--- src/rtl/alu_shift_seq_pkg.sv ---
// Shared definitions for the accumulator shifter/rotator.
// Contents: default parameters, shift-mode encodings, FSM state encodings,
// and a helper that flags reserved mode codes.
package alu_shift_seq_pkg;

    localparam int DEF_WIDTH = 56;
    localparam int DEF_CNT_W = 6;
    localparam int DEF_STEP  = 1;

    // Codes 5..7 are reserved and act as a passthrough.
    typedef enum logic [2:0] {
        MODE_ASL = 3'd0,
        MODE_ASR = 3'd1,
        MODE_LSR = 3'd2,
        MODE_ROL = 3'd3,
        MODE_ROR = 3'd4
    } mode_t;

    typedef enum logic [1:0] {
        S_IDLE  = 2'd0,
        S_SHIFT = 2'd1,
        S_DONE  = 2'd2
    } state_t;

    function automatic logic is_reserved(input logic [2:0] m);
        return m > 3'd4;
    endfunction

endpackage

--- src/rtl/alu_shift_step.sv ---
// Combinational k-bit shift/rotate step, built as k chained 1-bit steps so a
// multi-bit step is by construction identical to k single-bit steps.
// Ports:
//   value  - operand before the step
//   mode   - shift mode (reserved codes leave the value untouched)
//   k      - number of bit positions this step, 1..STEP
//   result - operand after the step
//   carry  - bit shifted or wrapped out by the last 1-bit step
//   ovf    - ASL only: sign bit changed in at least one 1-bit step
module alu_shift_step
    import alu_shift_seq_pkg::*;
#(
    parameter int WIDTH = DEF_WIDTH,
    parameter int STEP  = DEF_STEP,
    parameter int K_W   = $clog2(STEP + 1)
) (
    input  logic [WIDTH-1:0] value,
    input  mode_t            mode,
    input  logic [K_W-1:0]   k,
    output logic [WIDTH-1:0] result,
    output logic             carry,
    output logic             ovf
);

    always_comb begin
        result = value;
        carry  = 1'b0;
        ovf    = 1'b0;
        for (int i = 0; i < STEP; i++) begin
            if (i < int'(k)) begin
                case (mode)
                    MODE_ASL: begin
                        carry = result[WIDTH-1];
                        // The new sign is the current bit WIDTH-2.
                        if (result[WIDTH-1] != result[WIDTH-2]) ovf = 1'b1;
                        result = {result[WIDTH-2:0], 1'b0};
                    end
                    MODE_ASR: begin
                        carry  = result[0];
                        result = {result[WIDTH-1], result[WIDTH-1:1]};
                    end
                    MODE_LSR: begin
                        carry  = result[0];
                        result = {1'b0, result[WIDTH-1:1]};
                    end
                    MODE_ROL: begin
                        carry  = result[WIDTH-1];
                        result = {result[WIDTH-2:0], result[WIDTH-1]};
                    end
                    MODE_ROR: begin
                        carry  = result[0];
                        result = {result[0], result[WIDTH-1:1]};
                    end
                    default: ;
                endcase
            end
        end
    end

endmodule

--- src/rtl/alu_shift_seq.sv ---
// Multi-cycle shifter/rotator on the accumulator path.
// Handshake: start is sampled only in IDLE; the accepting edge latches din,
// mode and count, after which those inputs are don't-care. busy is high in
// SHIFT and DONE; done is a one-cycle pulse while the result is valid.
// dout/carry/ovf hold until the next accepted start.
// Ports:
//   clk, reset_n      - rising-edge clock, asynchronous active-low reset
//   start, mode, count, din - launch request and operands
//   busy, done        - handshake status
//   dout, carry, ovf  - result, last bit out, sticky ASL overflow
//   state             - current FSM state (debug visibility)
module alu_shift_seq
    import alu_shift_seq_pkg::*;
#(
    parameter int WIDTH = DEF_WIDTH,
    parameter int CNT_W = DEF_CNT_W,
    parameter int STEP  = DEF_STEP
) (
    input  logic             clk,
    input  logic             reset_n,
    input  logic             start,
    input  logic [2:0]       mode,
    input  logic [CNT_W-1:0] count,
    input  logic [WIDTH-1:0] din,
    output logic             busy,
    output logic             done,
    output logic [WIDTH-1:0] dout,
    output logic             carry,
    output logic             ovf,
    output state_t           state
);

    localparam int K_W = $clog2(STEP + 1);

    mode_t            op;
    logic [CNT_W-1:0] rem;
    logic [K_W-1:0]   k;
    logic [WIDTH-1:0] step_result;
    logic             step_carry;
    logic             step_ovf;

    // Bits to move this cycle: min(STEP, remaining).
    always_comb begin
        if (rem < CNT_W'(STEP)) k = K_W'(rem);
        else                    k = K_W'(STEP);
    end

    alu_shift_step #(
        .WIDTH (WIDTH),
        .STEP  (STEP),
        .K_W   (K_W)
    ) u_step (
        .value  (dout),
        .mode   (op),
        .k      (k),
        .result (step_result),
        .carry  (step_carry),
        .ovf    (step_ovf)
    );

    always_ff @(posedge clk or negedge reset_n) begin
        if (!reset_n) begin
            state <= S_IDLE;
            op    <= MODE_ASL;
            rem   <= '0;
            dout  <= '0;
            carry <= 1'b0;
            ovf   <= 1'b0;
            busy  <= 1'b0;
            done  <= 1'b0;
        end else begin
            case (state)
                S_IDLE: begin
                    done <= 1'b0;
                    if (start) begin
                        dout  <= din;
                        op    <= mode_t'(mode);
                        rem   <= count;
                        carry <= 1'b0;
                        ovf   <= 1'b0;
                        busy  <= 1'b1;
                        // Nothing to shift: skip straight to the result.
                        if (count == '0 || is_reserved(mode)) begin
                            state <= S_DONE;
                            done  <= 1'b1;
                        end else begin
                            state <= S_SHIFT;
                        end
                    end
                end
                S_SHIFT: begin
                    dout  <= step_result;
                    carry <= step_carry;
                    ovf   <= ovf | step_ovf;
                    rem   <= rem - CNT_W'(k);
                    if (rem <= CNT_W'(STEP)) begin
                        state <= S_DONE;
                        done  <= 1'b1;
                    end
                end
                S_DONE: begin
                    state <= S_IDLE;
                    done  <= 1'b0;
                    busy  <= 1'b0;
                end
                default: begin
                    state <= S_IDLE;
                    done  <= 1'b0;
                    busy  <= 1'b0;
                end
            endcase
        end
    end

endmodule

--- config.mk ---
export PLATFORM = sky130hd
export DESIGN_NAME = alu_shift_seq
export DESIGN_NICKNAME = d
export VERILOG_FILES = /design/src/rtl/alu_shift_seq_pkg.sv /design/src/rtl/alu_shift_step.sv /design/src/rtl/alu_shift_seq.sv
export SDC_FILE = /design/constraint.sdc
export NUM_CORES = 1
export LEC_CHECK = 0
export ABC_CLOCK_PERIOD_IN_PS = 4100
export CAP_MARGIN = 10
export CELL_PAD_IN_SITES_DETAIL_PLACEMENT = 0
export CELL_PAD_IN_SITES_GLOBAL_PLACEMENT = 1
export CORE_UTILIZATION = 42
export CTS_CLUSTER_SIZE = 40
export DETAILED_ROUTE_END_ITERATION = 12
export GPL_TIMING_DRIVEN = 0
export PLACE_DENSITY = 0.93
export REMOVE_ABC_BUFFERS = 1
export SLEW_MARGIN = 20
export SYNTH_ARGS = -nofsm -noshare
export SYNTH_HDL_FRONTEND = slang
export SYNTH_SLANG_ARGS = --single-unit
--- constraint.sdc ---
create_clock -name clk -period 4.1 [get_ports clk]
set_clock_uncertainty 0.2 [all_clocks]
set_input_delay 0.82 -clock clk [delete_from_list [all_inputs] [get_ports clk]]
set_output_delay 0.82 -clock clk [all_outputs]
set_load 0.02 [all_outputs]
== Word level (Yosys, flattened, before mapping) ==
Cells that the tools add are included.
Widths: inputs -> output; s select.

* $add $sub $neg: 1
* Divide/modulo/power cells: 0
* Multiply operators: 0
* Multiplexer cells: 25
* Eq/ne operators: 12
* Shift operators: 0
* Reductions and logical operators: 13
* Bitwise gates (word level): 2
* $lt $le $gt $ge: 4

{| class="wikitable"
|+ Operators with widths
! kind !! number
|-
| $pmux 56 s5 || 1
|-
| $mux 56 || 2
|-
| $pmux 56 s2 || 1
|-
| $pmux 6 s2 || 1
|-
| $mux 1 || 10
|-
| $pmux 1 s2 || 5
|-
| $reduce_and 2->1 || 4
|-
| $eq 3x2->1 const B || 2
|-
| $le 6x1->1 const B || 1
|-
| $logic_not 6->1 || 1
|-
| $lt 6x1->1 const B || 1
|-
| $mux 2 || 3
|-
| $mux 6 || 1
|-
| $ne 2x2->1 const B || 3
|-
| $ne 6x1->1 const B || 1
|-
| $sub 6x1->6 || 1
|-
| $ne 5x1->1 const B || 1
|-
| $reduce_and 5->1 || 1
|-
| $pmux 2 s2 || 1
|-
| $reduce_and 4->1 || 1
|-
| $eq 3x1->1 const B || 1
|-
| $eq 3x3->1 const B || 1
|-
| $gt 3x3->1 const B || 1
|-
| $logic_not 3->1 || 1
|-
| 11 further kinds || 11
|}

* Register bits after elaboration: 71
* Logic and storage cells: 66
* Latch bits: 0
* Input bits: 68
* Memories kept: 0
* Memory bits (writable): 0
* ROM bits: 0

== Logic depth before layout (Yosys ltp) ==
Gate-level depths: netlist (run 1).

* Word-level depth: 6
* Gate-level depth with buffers: 8
* Depth with buffers taken out: 8

== Cells and area by module ==
A second synthesis (run 1) with hierarchy kept.

* Cells, all modules: 613
* Area, all modules: 5,472.7 um^2

{| class="wikitable"
|+ By module, submodules not included
! module !! cells each !! instances !! area each (um^2)
|-
| alu_shift_seq || 321 || 1 || 3,394.5
|-
| alu_shift_step || 292 || 1 || 2,078.2
|}

== Least setup slack after synthesis (run 1) ==
OpenSTA, ideal clock, no wires.

* Path kind: reg-to-reg
* Start: reg rem[2]
* End: reg rem[4]
* Clock period less this slack: 2.084 ns
* Cell stages (with the launch flop): 8
* Arrival: 1.746 ns
* Setup time: 0.138 ns
* Slack: 2.016 ns
* Data required time: 3.762 ns
* Cell sequence: dfrtp_1 or4_1 nor3_4 nor2_1 ha_1 nor3b_1 a22oi_1 o21ai_0

* Cells in the longest elaborated chain, start to end: 4

{| class="wikitable"
|+ RTL lines
! what !! line !! RTL
|-
| start, declared || alu_shift_seq.sv:36 || <nowiki>logic [CNT_W-1:0] rem;</nowiki>
|-
| start signal, assigned || alu_shift_seq.sv:78 || <nowiki>rem <= count;</nowiki>
|-
| start signal, assigned || alu_shift_seq.sv:95 || <nowiki>rem <= rem - CNT_W'(k);</nowiki>
|-
| $lt 6x1->1 || alu_shift_seq.sv:44 || <nowiki>if (rem < CNT_W'(STEP)) k = K_W'(rem);</nowiki>
|-
| $mux 1 || alu_shift_seq.sv:44 ||
|-
| $sub 6x1->6 * || alu_shift_seq.sv:95 ||
|-
| $pmux 6 s2 * || alu_shift_seq.sv:72 || <nowiki>case (state)</nowiki>
|}

Mark *: on every way between the ends. The rest lies on a longest branch, timed or not.
A chain may end at the register's enable or synchronous reset.

== Worst setup path in the final report (run 1) ==
* Start: reg state[0]
* End: reg dout[1]

* Cells in the longest elaborated chain, start to end: 3

{| class="wikitable"
|+ RTL lines
! what !! line !! RTL
|-
| start, declared || alu_shift_seq.sv:30 || <nowiki>output state_t state</nowiki>
|-
| start signal, assigned || alu_shift_seq.sv:63 || <nowiki>state <= S_IDLE;</nowiki>
|-
| start signal, assigned || alu_shift_seq.sv:84 || <nowiki>state <= S_DONE;</nowiki>
|-
| start signal, assigned || alu_shift_seq.sv:87 || <nowiki>state <= S_SHIFT;</nowiki>
|-
| $eq 2x1->1 / $logic_not 2->1 (equally long branches) || alu_shift_seq.sv:72 ||
|-
| $ne 6x1->1 (no line), or another cell as far along || n/a ||
|-
| $reduce_and 4->1 (no line) || n/a ||
|-
| end signal, assigned || alu_shift_seq.sv:76 || <nowiki>dout <= din;</nowiki>
|-
| end signal, assigned || alu_shift_seq.sv:92 || <nowiki>dout <= step_result;</nowiki>
|-
| end, declared || alu_shift_seq.sv:27 || <nowiki>output logic [WIDTH-1:0] dout,</nowiki>
|}

Several ways; a longest one is shown, not always the timed one.

==> impl_metrics.json, run 1 <==
{
  "status": "finished clean",
  "critPathRequiredTime_ps": 4110,
  "tightest_slew_ps": 1140,
  "synth_fa_ha_area_share_pct": 0.227,
  "grt_pass1_vias": 4472,
  "fp.dieH_um": 117,
  "n_antenna_cell": 0,
  "critPathMaxFanout": 31,
  "ir_worst_vdd_v": 0.000578,
  "cts_buffers": 9,
  "ys_ff_latch": 71,
  "synth-xor-area-share_pct": 0.817,
  "final_cells": 816,
  "reg2reg_depth": 5,
  "yosysWarnings": 0,
  "syn_to_final_growth_pct": 32.8,
  "post_cts_resized": 0,
  "synthMuxAreaShare_pct": 15.2,
  "drtPass1Iterations": 4,
  "final_layout_size_suffix_gt1_share_pct": 21.4,
  "cts_tree": "yes",
  "r2r-start": "state[0]$_DFFE_PN0P_",
  "synthSimpleGateAreaFrac_pct": 13.9,
  "synthTopCellsByCount": "71 x dfrtp_1, 69 x nand2_1, 57 x nor2b_1, 57 x o31ai_1, 55 x a211oi_1",
  "period_minus_slack_ps": 2870,
  "drv_cap": 0,
  "yosysSeqAreaShare_pct": 32.2,
  "clockBufferDepth": 2,
  "r2r_slack_ps": 1230,
  "fin_ws_ps": 1230,
  "placementRows": 41,
  "first_iter_violations": 340,
  "async_reset_ff_share_pct": 100,
  "min_period_over_period_pct": 70.1,
  "setup_viol": 0,
  "crit-reg2reg-capture": "dout[1]$_DFFE_PN0P_",
  "max_freq_ghz": 0.348,
  "grt_remaining_overflow": 0,
  "synth_edf_count": 0,
  "synth_cell_types": 50,
  "place_area_um2": 6990,
  "io_buffers": 129,
  "dpl_worst_slack_ps": 1120,
  "hold_path_class": "in -> async",
  "coreArea_um2": 12700,
  "path_clk_slew_ps": 60,
  "final_util_pct": 57.6,
  "die_area_um2": 13600,
  "ant_nets": 0,
  "final_area_um2": 7320,
  "clock_sinks": 71,
  "yosysTopAreaCell": "dfrtp_1",
  "io_pins": 130,
  "routed_wl_mm": 13.8,
  "ys_top_cells_by_area": "dfrtp_1 32%, mux2_4 14%, o22ai_2 11%",
  "antenna_found_initial": 0,
  "cp-start-kind": "flop",
  "wl_per_cell_um": 16.9,
  "dpl.hpwl_mm": 9.38,
  "synthFlopType": "dfrtp_1",
  "cts-htree-levels": 3,
  "arrival_ps": 2880,
  "criticalPathCategory": "reg -> reg",
  "track_usage_pct": 20.9,
  "grt_first_pass_wirelength_mm": 22.5,
  "die_w_um": 117,
  "slew_viol_final": 0,
  "synth_compound_area_share_pct": 31.3,
  "drc": 0,
  "route.vias.total": 4705,
  "layout.nets": 708,
  "postCtsSetupRepairBufs": 0,
  "yosys.area.top_type_share_pct": 32.2,
  "vias_per_cell": 5.77,
  "gp_congestion": 0.770,
  "syn_inst": 540,
  "synth_area_per_cell_um2": 10.2,
  "fin_setup_tns_ps": 0,
  "endpoint_kind": "flop",
  "clk_latency_ps": 330,
  "finalHoldViolations": 0,
  "cts-root-buf": "clkbuf_16",
  "yosysMostFrequentCell": "dfrtp_1",
  "nFillCells": 1110,
  "start_util_pct": 43.3,
  "dp_cells": 800,
  "syn_area_um2": 5510,
  "grt_max_degree": 56,
  "p_leak_nw": 2.90,
  "cts_hold_buffers": 0,
  "synth_top_family_by_area": "compound AO/OA/AOI/OAI gates",
  "rsz0062_at_grt": "false",
  "relSlewSlack_pct": 24.3,
  "p_per_area_nw_per_um2": 1000
}
==> sequential cells by signal, indices dropped and copies added (netlist names) <==
signal and flops:
state 2, op 3, busy 1, done 1, carry 1, ovf 1, dout 56, rem 6
==> layer usage <==
layer | GRT usage, % | share of wire (%) | routed length [um] | vias to the layer above
met3 | 3.84 | 5.2 | 713 | 14
met2 | 33.8 | 47 | 6480 | 140
li1 | - | - | - | 2246
met1 | 28.6 | 47 | 6450 | 2305
met5 | 0 | 0 | 0 | -
met4 | 5.65 | 0.96 | 133 | 0
==> placed cells by master, fill, tap and decap left out, drive strengths merged, types with 2 or more instances in the layout <==
cell	Yosys	final
clkdlybuf4s50	0	128
dfrtp	71	71
nand2	69	69
o31ai	57	57
nor2b	57	57
o22ai	57	57
a211oi	55	55
mux2	55	55
buf	40	13
o21ai	12	12
clkbuf	13	12
nor2	8	8
a21oi	5	5
mux2i	3	3
inv	2	3
nand2b	3	3
or4	2	2
a21o	2	2
o21a	2	2
a31oi	2	2
xor2	2	2
nand3	2	2
a22o	2	2
nor3b	2	2
bufinv	0	2
nor3	2	2
or2	2	2
==> power breakdown <==
group | internal [mW] | switching [mW]
clock network | 0.569 | 0.309
logic | 2.48 | 2.30
registers | 1.07 | 0.610
==> logic make-up (layout without fill, tap and decap cells) <==
logic type / after synthesis / count (layout)
AND/OR/NAND/NOR: 150 / 150
AO/OA/AOI/OAI: 202 / 202
buffers and inverters: 55 / 159
flip-flops: 71 / 71
XOR/XNOR: 3 / 3
adder cells (fa/ha/maj): 1 / 1
multiplexers: 58 / 58
==> cell type report <==
type,instances,area (um2),area share [%]
multi-input combinational,414,3420,46.6
clock buffer,12,256,3.50
sequential,71,1780,24.3
clock inverter,4,76.3,1.04
timing repair buffer,141,1580,21.5
tap,172,215,2.94
inverter,2,7.51,0.102
==> how the worst max path moves through the flow <==
stage / startpoint / to / slack, ps / cells past startpoint
finish: state[0]$_DFFE_PN0P_ / dout[1]$_DFFE_PN0P_ / 1230 / 5
global route: state[0]$_DFFE_PN0P_ / dout[1]$_DFFE_PN0P_ / 1050 / 5
CTS: state[0]$_DFFE_PN0P_ / dout[1]$_DFFE_PN0P_ / 1230 / 5
detailed placement: start / dout[9]$_DFFE_PN0P_ / 1120 / 7
global placement: state[0]$_DFFE_PN0P_ / dout[13]$_DFFE_PN0P_ / -6480 / 4
floorplan: state[0]$_DFFE_PN0P_ / dout[13]$_DFFE_PN0P_ / -3640 / 4
==> worst max-delay path: stages, from the launching register on <==
cell and delay [ps]:
dfrtp_1 620, nor2b_4 730, nand2b_2 510, buf_12 330
a211oi_1 220, o31ai_1 110
==> through the flow <==
| step | total power, mW | hold WS (ps) |
|---|---|---|
| final | 7.33 | 200 |
| after global routing | 7.84 | 213 |
| after CTS | 7.38 | 206 |
| after detailed placement | 6.47 | 280 |
| after global placement | 6.03 | 272 |
| after floorplan | 4.77 | 295 |
Power figures use the tool's default switching activity.
==> inputs of run 2 (changes only) <==
--- a/config.mk
+++ b/config.mk
@@ -5,15 +5,15 @@
 export SDC_FILE = /design/constraint.sdc
 export NUM_CORES = 1
 export LEC_CHECK = 0
-export ABC_CLOCK_PERIOD_IN_PS = 4100
+export ABC_CLOCK_PERIOD_IN_PS = 3000
 export CAP_MARGIN = 10
 export CELL_PAD_IN_SITES_DETAIL_PLACEMENT = 0
 export CELL_PAD_IN_SITES_GLOBAL_PLACEMENT = 1
-export CORE_UTILIZATION = 42
+export CORE_UTILIZATION = 39
 export CTS_CLUSTER_SIZE = 40
 export DETAILED_ROUTE_END_ITERATION = 12
 export GPL_TIMING_DRIVEN = 0
-export PLACE_DENSITY = 0.93
+export PLACE_DENSITY = 0.87
 export REMOVE_ABC_BUFFERS = 1
 export SLEW_MARGIN = 20
 export SYNTH_ARGS = -nofsm -noshare
==> constraint.sdc (replaced) <==
create_clock -name clk -period 3 [get_ports clk]
set_clock_uncertainty 0.2 [all_clocks]
set_input_delay 0.6 -clock clk [delete_from_list [all_inputs] [get_ports clk]]
set_output_delay 0.6 -clock clk [all_outputs]
set_load 0.02 [all_outputs]
==> run 2 against run 1 <==
Cell count grew 0.98%. First-iteration DRC count down 6.2%. Die area is 7.6% higher. Clock power rose by 29%. Critical path type unchanged. Largest cell class unchanged. Highest routed layer unchanged.
==> impl_metrics.json, run 2 (synthesis gave the netlist of run 1 again) <==
{
  "die_area_um2": 14600,
  "arrival_ps": 2780,
  "drv_cap": 0,
  "syn_to_final_growth_pct": 32.9,
  "criticalPathCategory": "reg -> reg",
  "fp.dieH_um": 121,
  "top_register": "dout",
  "cts_hold_buffers": 0,
  "finalHoldViolations": 0,
  "path_clk_slew_ps": 60,
  "final_util_pct": 53.0,
  "route.vias.total": 4797,
  "use_met3_pct": 2.73,
  "p_per_area_nw_per_um2": 1370,
  "final_layout_size_suffix_gt1_share_pct": 21.4,
  "drtPass1Iterations": 5,
  "slew_viol_final": 0,
  "clk_latency_ps": 340,
  "grt_remaining_overflow": 0,
  "cts_buffers": 9,
  "rsz0062_at_grt": "false",
  "cts-root-buf": "clkbuf_16",
  "period_minus_slack_ps": 2740,
  "hold_path_class": "in -> async",
  "hold_ws_ps": 37.0,
  "cts-htree-levels": 3,
  "wl_per_cell_um": 17.6,
  "dpl.hpwl_mm": 9.68,
  "relSlewSlack_pct": 23.5,
  "dp_cells": 808,
  "vias_per_cell": 5.82,
  "critPathRequiredTime_ps": 3040,
  "grt_max_degree": 56,
  "postCtsSetupRepairBufs": 0,
  "use_met1_pct": 26.5,
  "n_antenna_cell": 0,
  "placementRows": 43,
  "min_period_over_period_pct": 91.4,
  "critPathMaxFanout": 25,
  "first_iter_violations": 319,
  "gr-max-usage-layer": "met2",
  "die_w_um": 121,
  "clockBufferDepth": 2,
  "post_cts_resized": 0,
  "reg_top3": "dout x56, rem x6, op x3",
  "tightest_slew_ps": 1150,
  "largest_reg_flops": 56,
  "ant_nets": 0,
  "track_usage_pct": 20.8,
  "mostFrequentLayoutCells": "128 x clkdlybuf4s50_1, 71 x dfrtp_1, 68 x nand2_1",
  "p_leak_nw": 2.91,
  "start_util_pct": 39.9,
  "antenna_found_initial": 0,
  "setup_viol": 0,
  "max_freq_ghz": 0.365,
  "grt_use_met2_pct": 35.0,
  "clock_sinks": 71,
  "layout.nets": 708,
  "coreArea_um2": 13800,
  "routed_wl_mm": 14.5,
  "layout_commonest_cell": "clkdlybuf4s50_1",
  "final_cells": 824,
  "drc": 0,
  "io_buffers": 129,
  "cts_tree": "yes",
  "io_pins": 130,
  "status": "finished clean",
  "grt_first_pass_wirelength_mm": 24.2,
  "endpoint_kind": "flop",
  "ir_worst_vdd_v": 0.00145,
  "gp_congestion": 0.805,
  "grt_pass1_vias": 4859,
  "cp-start-kind": "flop"
}
[run 2: through the flow]
stage	area (um2)	total power, mW	setup TNS [ps]	worst slack (ps)
global route	7330	10.8	0	72.1
detailed placement	7020	8.95	0	101
floorplan	5170	6.52	-265510	-4740
finish	7330	10.1	0	259
CTS	7330	10.1	0	243
global placement	6690	8.22	-576310	-8210
[run 2: metal layers]
layer,vias up,routed length [um]
met4,0,265
li1,2246,-
met3,20,569
met1,2395,6510
met2,136,7130
met5,-,0
[run 2: critical path, stage by stage (launching register included)]
cell,delay (ps)
dfrtp_1,630
or4b_1,530
o221ai_4,550
buf_16,240
buf_16,160
buf_16,160
nand2_1,70
o31ai_1,80
[run 2: final timing paths]
kind	startpoint	end	slack (ps)	depth (start not counted)
max in group asynchronous	reset_n	dout[18]$_DFFE_PN0P_	1980	2
max	state[0]$_DFFE_PN0P_	dout[11]$_DFFE_PN0P_	260	7
min in group clk	busy$_DFFE_PN0P_	busy$_DFFE_PN0P_	310	1
min reg2reg	busy$_DFFE_PN0P_	busy$_DFFE_PN0P_	310	1
max reg2reg	state[0]$_DFFE_PN0P_	dout[11]$_DFFE_PN0P_	260	7
min	reset_n	dout[47]$_DFFE_PN0P_	40	1
[run 2: area by class of cell]
class	count	area (um2)
clock inverter	3	40.0
multi-input combinational	414	3420
sequential	71	1780
inverter	2	7.51
timing repair buffer	141	1590
tap	180	225
fill	1194	6500
clock buffer	13	270
[run 2: where the power goes]
| group | internal [mW] | switching (mW) | total [mW] | leakage (nW) |
|---|---|---|---|---|
| Clock | 0.710 | 0.424 | 1.13 | 0.156 |
| Sequential | 1.46 | 0.841 | 2.30 | 0.859 |
| Combinational | 3.43 | 3.20 | 6.63 | 1.89 |
| Total | 5.60 | 4.46 | 10.1 | 2.91 |
